--- src/rtl/pmem_arbiter.sv ---
// Round-robin arbiter sharing one physical-memory port among NUM_PORTS line requesters.
// Define PMEM_ARB_BYPASS_EN for a combinational response path (no RESP state).
module pmem_arbiter #(
  parameter int unsigned NUM_PORTS  = 2,
  parameter int unsigned ADDR_WIDTH = 32,
  parameter int unsigned LINE_WIDTH = 256
) (
  input  logic                             clk,
  input  logic                             rst,
  input  logic [NUM_PORTS-1:0]             req_read,
  input  logic [NUM_PORTS-1:0]             req_write,
  input  logic [NUM_PORTS*ADDR_WIDTH-1:0]  req_address,
  input  logic [NUM_PORTS*LINE_WIDTH-1:0]  req_wdata,
  output logic [LINE_WIDTH-1:0]            req_rdata,
  output logic [NUM_PORTS-1:0]             req_resp,
  input  logic [LINE_WIDTH-1:0]            pmem_rdata,
  input  logic                             pmem_resp,
  output logic [ADDR_WIDTH-1:0]            pmem_address,
  output logic [LINE_WIDTH-1:0]            pmem_wdata,
  output logic                             pmem_read,
  output logic                             pmem_write
);

  localparam int unsigned PW = (NUM_PORTS > 1) ? $clog2(NUM_PORTS) : 1;

`ifdef PMEM_ARB_BYPASS_EN
  typedef enum logic [1:0] {IDLE, BUSY} state_t;
`else
  typedef enum logic [1:0] {IDLE, BUSY, RESP} state_t;
`endif

  state_t                 state;
  logic [PW-1:0]          rr_ptr;
  logic [PW-1:0]          grant;
  logic [PW-1:0]          sel_idx;
  logic [PW-1:0]          cand;
  logic [PW-1:0]          rr_next;
  logic                   any_req;
  logic [NUM_PORTS-1:0]   req_any;
  logic [NUM_PORTS-1:0]   grant_onehot;

  assign req_any = req_read | req_write;
  assign rr_next = (grant == PW'(NUM_PORTS - 1)) ? '0 : grant + 1'b1;

  // First requester found scanning upward from rr_ptr, wrapping at NUM_PORTS.
  always_comb begin
    any_req = 1'b0;
    sel_idx = '0;
    cand    = '0;
    for (int unsigned i = 0; i < NUM_PORTS; i++) begin
      cand = PW'((32'(rr_ptr) + i) % NUM_PORTS);
      if (!any_req && req_any[cand]) begin
        any_req = 1'b1;
        sel_idx = cand;
      end
    end
  end

  always_comb begin
    grant_onehot = '0;
    for (int unsigned i = 0; i < NUM_PORTS; i++)
      grant_onehot[i] = (grant == PW'(i));
  end

`ifdef PMEM_ARB_BYPASS_EN
  assign req_resp  = (state == BUSY && pmem_resp) ? grant_onehot : '0;
  assign req_rdata = pmem_rdata;
`endif

  always_ff @(posedge clk) begin
    if (rst) begin
      state        <= IDLE;
      rr_ptr       <= '0;
      grant        <= '0;
      pmem_read    <= 1'b0;
      pmem_write   <= 1'b0;
      pmem_address <= '0;
      pmem_wdata   <= '0;
`ifndef PMEM_ARB_BYPASS_EN
      req_rdata    <= '0;
      req_resp     <= '0;
`endif
    end else begin
      case (state)
        IDLE: begin
          if (any_req) begin
            grant        <= sel_idx;
            pmem_address <= req_address[sel_idx*ADDR_WIDTH +: ADDR_WIDTH];
            pmem_wdata   <= req_wdata[sel_idx*LINE_WIDTH +: LINE_WIDTH];
            // Write takes precedence when a port raises both.
            pmem_write   <= req_write[sel_idx];
            pmem_read    <= ~req_write[sel_idx];
            state        <= BUSY;
          end
        end
        BUSY: begin
          if (pmem_resp) begin
            pmem_read  <= 1'b0;
            pmem_write <= 1'b0;
`ifdef PMEM_ARB_BYPASS_EN
            rr_ptr     <= rr_next;
            state      <= IDLE;
`else
            req_rdata  <= pmem_rdata;
            req_resp   <= grant_onehot;
            state      <= RESP;
`endif
          end
        end
`ifndef PMEM_ARB_BYPASS_EN
        RESP: begin
          req_resp <= '0;
          rr_ptr   <= rr_next;
          state    <= IDLE;
        end
`endif
        default: state <= IDLE;
      endcase
    end
  end

endmodule

--- config.mk ---
export PLATFORM = sky130hd
export DESIGN_NAME = pmem_arbiter
export DESIGN_NICKNAME = d
export VERILOG_FILES = /design/src/rtl/pmem_arbiter.sv
export SDC_FILE = /design/constraint.sdc
export NUM_CORES = 1
export LEC_CHECK = 0
export BUFFER_PORTS_ARGS = -buffer_cell sky130_fd_sc_hd__buf_4
export CELL_PAD_IN_SITES_DETAIL_PLACEMENT = 0
export CELL_PAD_IN_SITES_GLOBAL_PLACEMENT = 1
export CORE_AREA = 2 2 538 540
export DETAILED_ROUTE_END_ITERATION = 10
export DIE_AREA = 0 0 540 542
export PLACE_DENSITY = 0.33
export SLEW_MARGIN = 0
export SYNTH_ARGS = -nofsm -noshare
export SYNTH_HDL_FRONTEND = slang
export SYNTH_SLANG_ARGS = --single-unit
--- constraint.sdc ---
create_clock -name clk -period 2.6 [get_ports clk]
set_clock_uncertainty 0.15 [all_clocks]
set_input_delay 0.78 -clock clk [delete_from_list [all_inputs] [get_ports clk]]
set_output_delay 0.78 -clock clk [all_outputs]
set_load 0.02 [all_outputs]
* Word-level counts from Yosys, hierarchy flattened
Index checks and enable logic that the tools add are counted.
Storage, ports and cells: register bits after elaboration 552, logic and storage cells 54, output and inout bits 548, bits of input ports 839
Cells by class: reductions and logical operators 10, bitwise gates (word level) 3, add/sub/neg operators 2, equal/unequal tests 4, $lt $le $gt $ge 3, mux-type cells 21, shift operators 2
Operators by type and width (count):
- 512-bit by 10-bit indexed part select with 256-bit output | 1
- 64-bit by 7-bit indexed part select with 32-bit output | 1
- 1-bit two-way mux | 14
- 2-bit case mux with 2 select lines | 2
- 2-bit AND reduction | 4
- 1-bit by 2-bit less-than comparator with 1-bit output (second input constant) | 3
- 2-bit two-way mux | 3
- 2-bit inequality test (second input constant) | 2
- 1-bit case mux with 2 select lines | 2
- 2-bit nonzero test | 2
- 3-bit AND reduction | 1
- 1-bit adder (second input constant) | 2
- 2-bit by 1-bit equality test with 1-bit output (second input constant) | 1
- 2-bit equality test (second input constant) | 1
- 2-bit zero test | 1
- 1-bit inverter | 2
- 2-bit OR | 1
- 1-bit logical AND | 1
- 1-bit zero test | 1

* Depth between registers and ports, before layout
Gate-level depths: netlist (run 1).
depth after elaboration 12, mapped depth 7, gate-level depth less buffers 3

* Least setup slack after synthesis (run 1)
OpenSTA, ideal clock, no wires.
path type input to register, start point input req_read[1], end point register pmem_address[13], path slack 0.179 ns, data required time 2.361 ns, path buffers 4, setup time 0.089 ns, arrival 2.182 ns, stages 7, path through or4_1 clkbuf_1 and2_1 buf_2 buf_6 buf_6 a311oi_2
On the way: cells in the longest elaborated chain, start to end 8, elaborated cells on any way between the ends 13, classes of those cells shift (1); mux (8); bitwise (1); reduce/logical (3)
RTL lines:
- from (decl) | RTL line 10 | input logic [NUM_PORTS-1:0] req_read,
- 2-bit OR * | RTL line 42 | assign req_any = req_read | req_write;
- 1-bit two-way mux (implied by the code) (2 in series) | RTL line 52 | if (!any_req && req_any[cand]) begin
- 1-bit two-way mux | RTL line 52
- 1-bit zero test | RTL line 52
- 1-bit logical AND | RTL line 52
- 1-bit two-way mux | RTL line 52
- 64-bit by 7-bit indexed part select with 32-bit output / 2-bit AND reduction (equally long branches)
- to (signal assigned) | RTL line 88 | pmem_address <= req_address[sel_idx*ADDR_WIDTH +: ADDR_WIDTH];
- to (decl) | RTL line 18 | output logic [ADDR_WIDTH-1:0] pmem_address,
Mark *: on every way between the ends. The rest lies on a longest branch, timed or not. The select of a mux whose other input is x is not followed. A chain may end at the register's enable or synchronous reset.

* Final worst setup path (run 1)
start point register pmem_wdata[137], end point output pmem_wdata[137]
RTL lines:
- from (decl) | RTL line 19 | output logic [LINE_WIDTH-1:0] pmem_wdata,
- from (signal assigned) | RTL line 89 | pmem_wdata <= req_wdata[sel_idx*LINE_WIDTH +: LINE_WIDTH];
No word-level cell between the ends.

==> impl_results.md, run 1 <==
* Cells after Synth at 2857
* Hold path start: pmem_rdata[9]
* Power Dens Cells at 675 nW/um^2
* Clock latency at the later pin of the worst-skew pair at 0.76 ns
* Port Buf Inserts at 1386
* Post-route minimum period at 2.46 ns
* CORE AREA at 287000 sq um
* Ys flop type: dfxtp_1
* Share of layout cells above drive strength 1 at 42.7%
* Die Span Y at 542 um
* Fin Hold WS at 0.103 ns
* Clock-pin transition on the worst setup and hold timing paths at 0.06 ns
* TritonCTS Buffers at 87
* Hold WC Path Type: input pin to flip-flop
* IO Count at 1387
* Mapped cell area at 23300 sq um
* Pin count of the biggest net entering global routing at 74
* Final core occ at 15.0%
* Buffer and inverter count on the worst path at 1
* Synth unique cells at 29
* Setup TNS at 0 ns
* Antenna violations before repair at 63
* Synthesis-stage register bit count at 552
* Critical path depth in cells at 1
* Total gr overflow at 0
* Grt peak-use layer: met2
* Reg2Reg Depth at 5
* Hold path depth at 3
* Worst R2R Start: state[1]$_SDFFE_PP0P_
* Crit path arrival time at 1.53 ns
* Die width at 540 um
* CP Launch Type: flip-flop
* Max stage delay on crit path at 0.53 ns
* Grt met2 use at 23.0%
* Asr flop ratio synth at 0%
* Drt wl/cell at 24.5 um
* Final period util at 94.5%
* Cell taking the most area after synthesis: dfxtp_1
* Syn avg cell area at 8.17 sq um
* Setup Viol. Count Final at 0
* Met1 Usage GRT at 14.5%
* 1st-iter DRT viols at 1453
* Syn_nets at 3696
* Cell Chain, Critical Path: buf_4
* GRT Util Overall at 12.9%
* Initial core utilization at 8.14%
* Row cnt at 197
* Number of H-tree levels at 3
* Post-CTS Resized at 0
* Max-cap viol count at 0
* Placed wire-length estimate at 159000 um
* Sequential share of the synthesized area at 47.3%
* Gpl congestion at 0.830
* First-pass GRT wire length at 266000 um
* Status: completed
* Routed wire length at 199000 um
* Drt drc at 0
* Synth area leaders: dfxtp_1 (47%), a21oi_1 (12%), nand2_1 (8.3%), a311oi_1 (7.1%), a311oi_2 (6.3%)
* Clock Path Buffers at 4
* Leakage at 16.8 nW
* Fillers at 32878
* Final ANT Viol Nets at 0
* GR Util met3 at 5.04%
* Area share of the largest cell type after synthesis at 47.3%
* Clock sinks at 552
* Crit path required time at 1.67 ns
* Nets at 5097
* Vias in the first global route at 29522
* Via count at 28809
* Reg2reg setup slack at 0.36 ns
* Slew Limit Fails at 0
* Critical path capture point type: output pin
* CP max-delay cell: dfxtp_1
* Cell family with most CP delay: flip-flops
* Critical R2R Capture: pmem_wdata[104]$_SDFFE_PP0P_
* Achievable Freq at 407 MHz
* First-pass DRT Iterations at 5
* WS Path Type: flip-flop to output pin
* Worst VDD drop at 379 uV
* Endpoint, Worst Hold: req_rdata[9]$_SDFFE_PP0P_
* Syn-to-layout area delta at 84.7%
* Max transition margin at 50.5%
* Drt via density at 3.55
* CTS tree: yes
* Setup Fix Bufs, Post-CTS at 0
* Worst-Margin Slew at 0.735 ns
* Number of synthesized flops with an enable pin at 0
* Die ar. at 293000 sq um
* Root buf cell: clkbuf_16
* Synthesis Warnings at 0
* Hold Vio Cnt, Final at 0
* CP Max Fanout at 2
* RSZ-0062 raised after global routing: no
[power breakdown]
part | internal (mW) | leakage [nW] | switching, mW
clock network | 7.24 | 1.39 | 4.88
logic | 3.04 | 10.9 | 4.19
registers | 9.23 | 4.55 | 0.540
[logic make-up (layout without fill, tap and decap cells)]
kind of cell	count (synthesis)	in the layout	share of synthesized area, %
buffers and inverters	346	1809	5.94
AOI/OAI and AO/OA	1137	1137	31.7
other	0	17	0
and+or+nand+nor	822	822	15.0
DFF	552	552	47.3
[flip-flops by register name (all words and copies together) (netlist names)]
register and flops:
pmem_read 1, pmem_write 1, pmem_wdata 256, rr_ptr 1, grant 1, state 2, req_resp 2, pmem_address 32
req_rdata 256
[synthesized netlist by cell type (4+ instances only)]
cell type / n
dfxtp_1: 552
a21oi_1: 550
nand2_1: 514
clkbuf_1: 314
nand3_1: 289
o21ai_0: 289
a311oi_1: 190
a311oi_2: 98
buf_1: 15
buf_6: 11
buf_2: 5
nor2_1: 5
nand3b_1: 4
[stage by stage]
step / total power [mW] / cell area, sq um / setup slack (ns) / instances
3_5_place_dp: 17.3 / 39800 / -0.750 / 7902
4_1_cts: 29.9 / 43100 / 0.00721 / 8101
6_report: 29.1 / 43100 / 0.143 / 8118
3_3_place_gp: 17.3 / 39800 / -0.755 / 7902
5_1_grt: 30.6 / 43100 / 0.0565 / 8107
2_1_floorplan: 12.9 / 23300 / 0.179 / 2857
[worst max-delay path by stage]
stage,startpoint,end,slack [ns]
2_1_floorplan,req_read[1],pmem_address[13]$_SDFFE_PP0P_,0.18
4_1_cts,req_rdata[96]$_SDFFE_PP0P_,req_rdata[96],0.007
6_report,pmem_wdata[137]$_SDFFE_PP0P_,pmem_wdata[137],0.14
3_5_place_dp,req_read[0],pmem_wdata[3]$_SDFFE_PP0P_,-0.75
5_1_grt,pmem_wdata[137]$_SDFFE_PP0P_,pmem_wdata[137],0.06
3_3_place_gp,req_read[0],pmem_wdata[3]$_SDFFE_PP0P_,-0.76
[what timing repair did]
item,CTS,global route
hold buffers,48,0
hold endpoints to repair,48,0
endpoints found under the setup margin,0,0
[layout make-up]
cell class	count	area (sq um)	share of cell area, %
Inverter	1	3.75	0.00870
Clock buffer	134	2590	6.01
Clock inverter	17	245	0.569
Multi-Input combinational cell	1959	11000	25.4
Tap cell	3781	4730	11.0
Antenna cell	17	42.5	0.0987
Sequential cell	552	11100	25.6
Timing Repair Buffer	1657	13500	31.3
[metal layers]
| layer | part of all wire (%) | vias to the layer above | wire (um) |
|---|---|---|---|
| met2 | 50 | 1211 | 99700 |
| met4 | 1.9 | 44 | 3760 |
| met5 | 0.15 | - | 302 |
| met3 | 9.0 | 258 | 17900 |
| met1 | 39 | 14052 | 77700 |
| li1 | - | 13244 | - |
[layout by cell type (no fill, tap or decap), drive strengths merged, types with 2 or more instances in the layout]
master / n
clkinv: 9
and3b: 2
nor3b: 2
a21oi: 550
a311oi: 288
nand3b: 4
nand2: 514
o22ai: 2
buf: 1609
o21ai: 291
and2: 3
bufinv: 4
dfxtp: 552
diode: 17
nand3: 289
inv: 3
clkbuf: 134
clkinvlp: 2
nor2: 5
dlygate4sd3: 48
No activity file was read; power rests on OpenSTA's default activity.
==> run 2, diff against run 1 <==
--- a/config.mk
+++ b/config.mk
@@ -8,10 +8,10 @@
 export BUFFER_PORTS_ARGS = -buffer_cell sky130_fd_sc_hd__buf_4
 export CELL_PAD_IN_SITES_DETAIL_PLACEMENT = 0
 export CELL_PAD_IN_SITES_GLOBAL_PLACEMENT = 1
-export CORE_AREA = 2 2 538 540
+export CORE_AREA = 8 8 528 530
 export DETAILED_ROUTE_END_ITERATION = 10
-export DIE_AREA = 0 0 540 542
-export PLACE_DENSITY = 0.33
+export DIE_AREA = 0 0 536 538
+export PLACE_DENSITY = 0.34
 export SLEW_MARGIN = 0
 export SYNTH_ARGS = -nofsm -noshare
 export SYNTH_HDL_FRONTEND = slang
==> run 2 against run 1 <==
  * Critical endpoint is now pmem_wdata[207]
  * First-iteration DRC count up 0.96%
  * Final area decreased by 2.7%
  * Clock-buffer cell count fell by 6
  * Flip-flop and latch count unchanged
==> impl_results.md, run 2 (synthesis results as in run 1) <==
* Routed wire length at 208000 um (+4.2%)
* Worst R2R Start: state[1]$_SDFFE_PP0P_
* Tot Pwr at 28.5 mW (-2.2%)
* Die ar. at 288000 sq um (-1.5%)
* Wire length on met3 at 20700 um (+16%)
* Cell Chain, Critical Path: buf_4
* Largest registers: pmem_wdata (256), req_rdata (256), pmem_address (32)
* Crit path required time at 1.67 ns (about the same)
* Buffer and inverter count on the worst path at 1 (unchanged)
* Worst VDD drop at 403 uV (+6.6%)
* RSZ-0062 raised after global routing: no
* Syn-to-layout area delta at 79.7%
* First-pass GRT wire length at 270000 um (+1.6%)
* Max stage delay on crit path at 0.47 ns (-0.06 ns)
* Post-route minimum period at 2.33 ns (-0.124 ns)
* Share of layout cells above drive strength 1 at 43.0% (+0.28 points)
* Clock sinks at 552 (unchanged)
* Hold buffers post-CTS at 0 (-100%)
* Metal1 wirelength at 79900 um (+2.9%)
* Gpl congestion at 0.791 (-4.7%)
* Vias in the first global route at 29530 (+0.027%)
* Worst setup path endpoint: pmem_wdata[207]
* TritonCTS Buffers at 83 (-4.6%)
* Antenna violations before repair at 84 (+33%)
* IO Count at 1387 (unchanged)
* CP Launch Type: flip-flop
* Hold WC Path Type: input pin to flip-flop
* Highest routed metal layer: met5
* Die Span Y at 538 um (-0.74%)
* Nets at 5045 (-1.0%)
* Reg2Reg Depth at 4 (-1)
* Critical path capture point type: output pin
* Port Buf Inserts at 1386 (unchanged)
* Leakage at 16.4 nW (-2.5%)
* WS Path Type: flip-flop to output pin
* Clock latency at the later pin of the worst-skew pair at 0.70 ns (-0.06 ns)
* CP max-delay cell: dfxtp_1
* Hold Vio Cnt, Final at 0 (unchanged)
* Achievable Freq at 429 MHz (+5.3%)
* Cell area after placement at 39200 sq um (-1.5%)
* Drt drc at 0 (unchanged)
* Critical R2R Capture: pmem_wdata[169]$_SDFFE_PP0P_
* CP Max Fanout at 2 (unchanged)
* Placed wire-length estimate at 167000 um (+4.8%)
* Drt wl/cell at 26.4 um (+7.4%)
* Setup Fix Bufs, Post-CTS at 0 (unchanged)
* Pin count of the biggest net entering global routing at 67 (-9.5%)
* Critical path origin: pmem_wdata[207]$_SDFFE_PP0P_
* 1st-iter DRT viols at 1467 (+0.96%)
* Worst-Margin Slew at 0.824 ns (+0.0891 ns)
* Final instance area at 41900 sq um (-2.7%)
* Max transition margin at 45.0% (-5.4 points)
* Fillers at 30926 (-5.9%)
* Max-cap viol count at 0 (unchanged)
* First-pass DRT Iterations at 5 (unchanged)
* Post-CTS Resized at 0 (unchanged)
* Root buf cell: clkbuf_16
* Status: completed
* Hold path depth at 3 (unchanged)
* Slew Limit Fails at 0 (unchanged)
* Via count at 28434 (-1.3%)
* Cell family with most CP delay: flip-flops
* Final period util at 89.7% (-4.8 points)
* Drt via density at 3.61 (+1.8%)
* Power Dens Cells at 679 nW/um^2 (+0.51%)
* Most common cell after layout, fill and taps aside: buf_4
* Most frequent cells in the layout: buf_4 (1559), dfxtp_1 (552), a21oi_1 (550)
* Clock-pin transition on the worst setup and hold timing paths at 0.06 ns (about the same)
* CTS tree: yes
* Initial core utilization at 8.65% (+0.52 points)
* Clock Path Buffers at 3 (-1)
* Setup TNS at 0 ns (unchanged)
* Number of H-tree levels at 3 (unchanged)
* Setup Viol. Count Final at 0 (unchanged)
* Reg2reg setup slack at 0.42 ns (+0.06 ns)
* Total gr overflow at 0 (unchanged)
* Die width at 536 um (-0.74%)
* Fin Hold WS at 0.149 ns (+0.0464 ns)
* CORE AREA at 270000 sq um (-6.0%)
* Metal2 WL at 101000 um (+1.2%)
* Final ANT Viol Nets at 0 (unchanged)
* GRT Util Overall at 13.4% (+0.49 points)
* Crit path arrival time at 1.40 ns (-0.13 ns)
* Critical path depth in cells at 1 (unchanged)
* Row cnt at 191 (-3.0%)
run 2: stage by stage:
stage                     util (%)  worst slack (ns)  instances
after global placement        14.5            -0.250       7691
after global routing          15.5             0.166       7857
after detailed placement      14.5            -0.271       7691
after CTS                     15.5             0.112       7836
final                         15.5             0.267       7870
after floorplan                  -             0.179       2857
run 2: power by group:
| part | switching (mW) | leakage [nW] | internal, mW |
|---|---|---|---|
| clock | 4.96 | 1.30 | 6.63 |
| sequential | 0.501 | 4.55 | 9.23 |
| combinational | 4.24 | 10.5 | 2.92 |
run 2: worst min-delay path by stage:
stage                           startpoint                          end  slack [ns]
6_report                    pmem_rdata[30]   req_rdata[30]$_SDFFE_PP0P_        0.15
5_1_grt                    pmem_rdata[241]  req_rdata[241]$_SDFFE_PP0P_        0.07
4_1_cts                    pmem_rdata[240]  req_rdata[240]$_SDFFE_PP0P_        0.03
3_5_place_dp   req_rdata[189]$_SDFFE_PP0P_  req_rdata[189]$_SDFFE_PP0P_        0.30
3_3_place_gp   req_rdata[189]$_SDFFE_PP0P_  req_rdata[189]$_SDFFE_PP0P_        0.29
2_1_floorplan          rr_ptr$_SDFFE_PP0P_          rr_ptr$_SDFFE_PP0P_        0.33
run 2: layout make-up:
cell class	count	area (sq um)	area share, %
repair buffers	1609	12700	30.3
diodes	34	85.1	0.203
well taps	3570	4470	10.7
multi-input cells	1959	11000	26.1
flip-flops and latches	552	11100	26.3
inverters	1	3.75	0.00895
clock buffers	128	2420	5.76
clock inverters	17	268	0.638
run 2: per-layer routing:
layer,track usage (%),vias up
met3,6.01,268
met5,0,-
met4,4.05,42
met1,14.8,13772
met2,23.2,1219
li1,-,13133
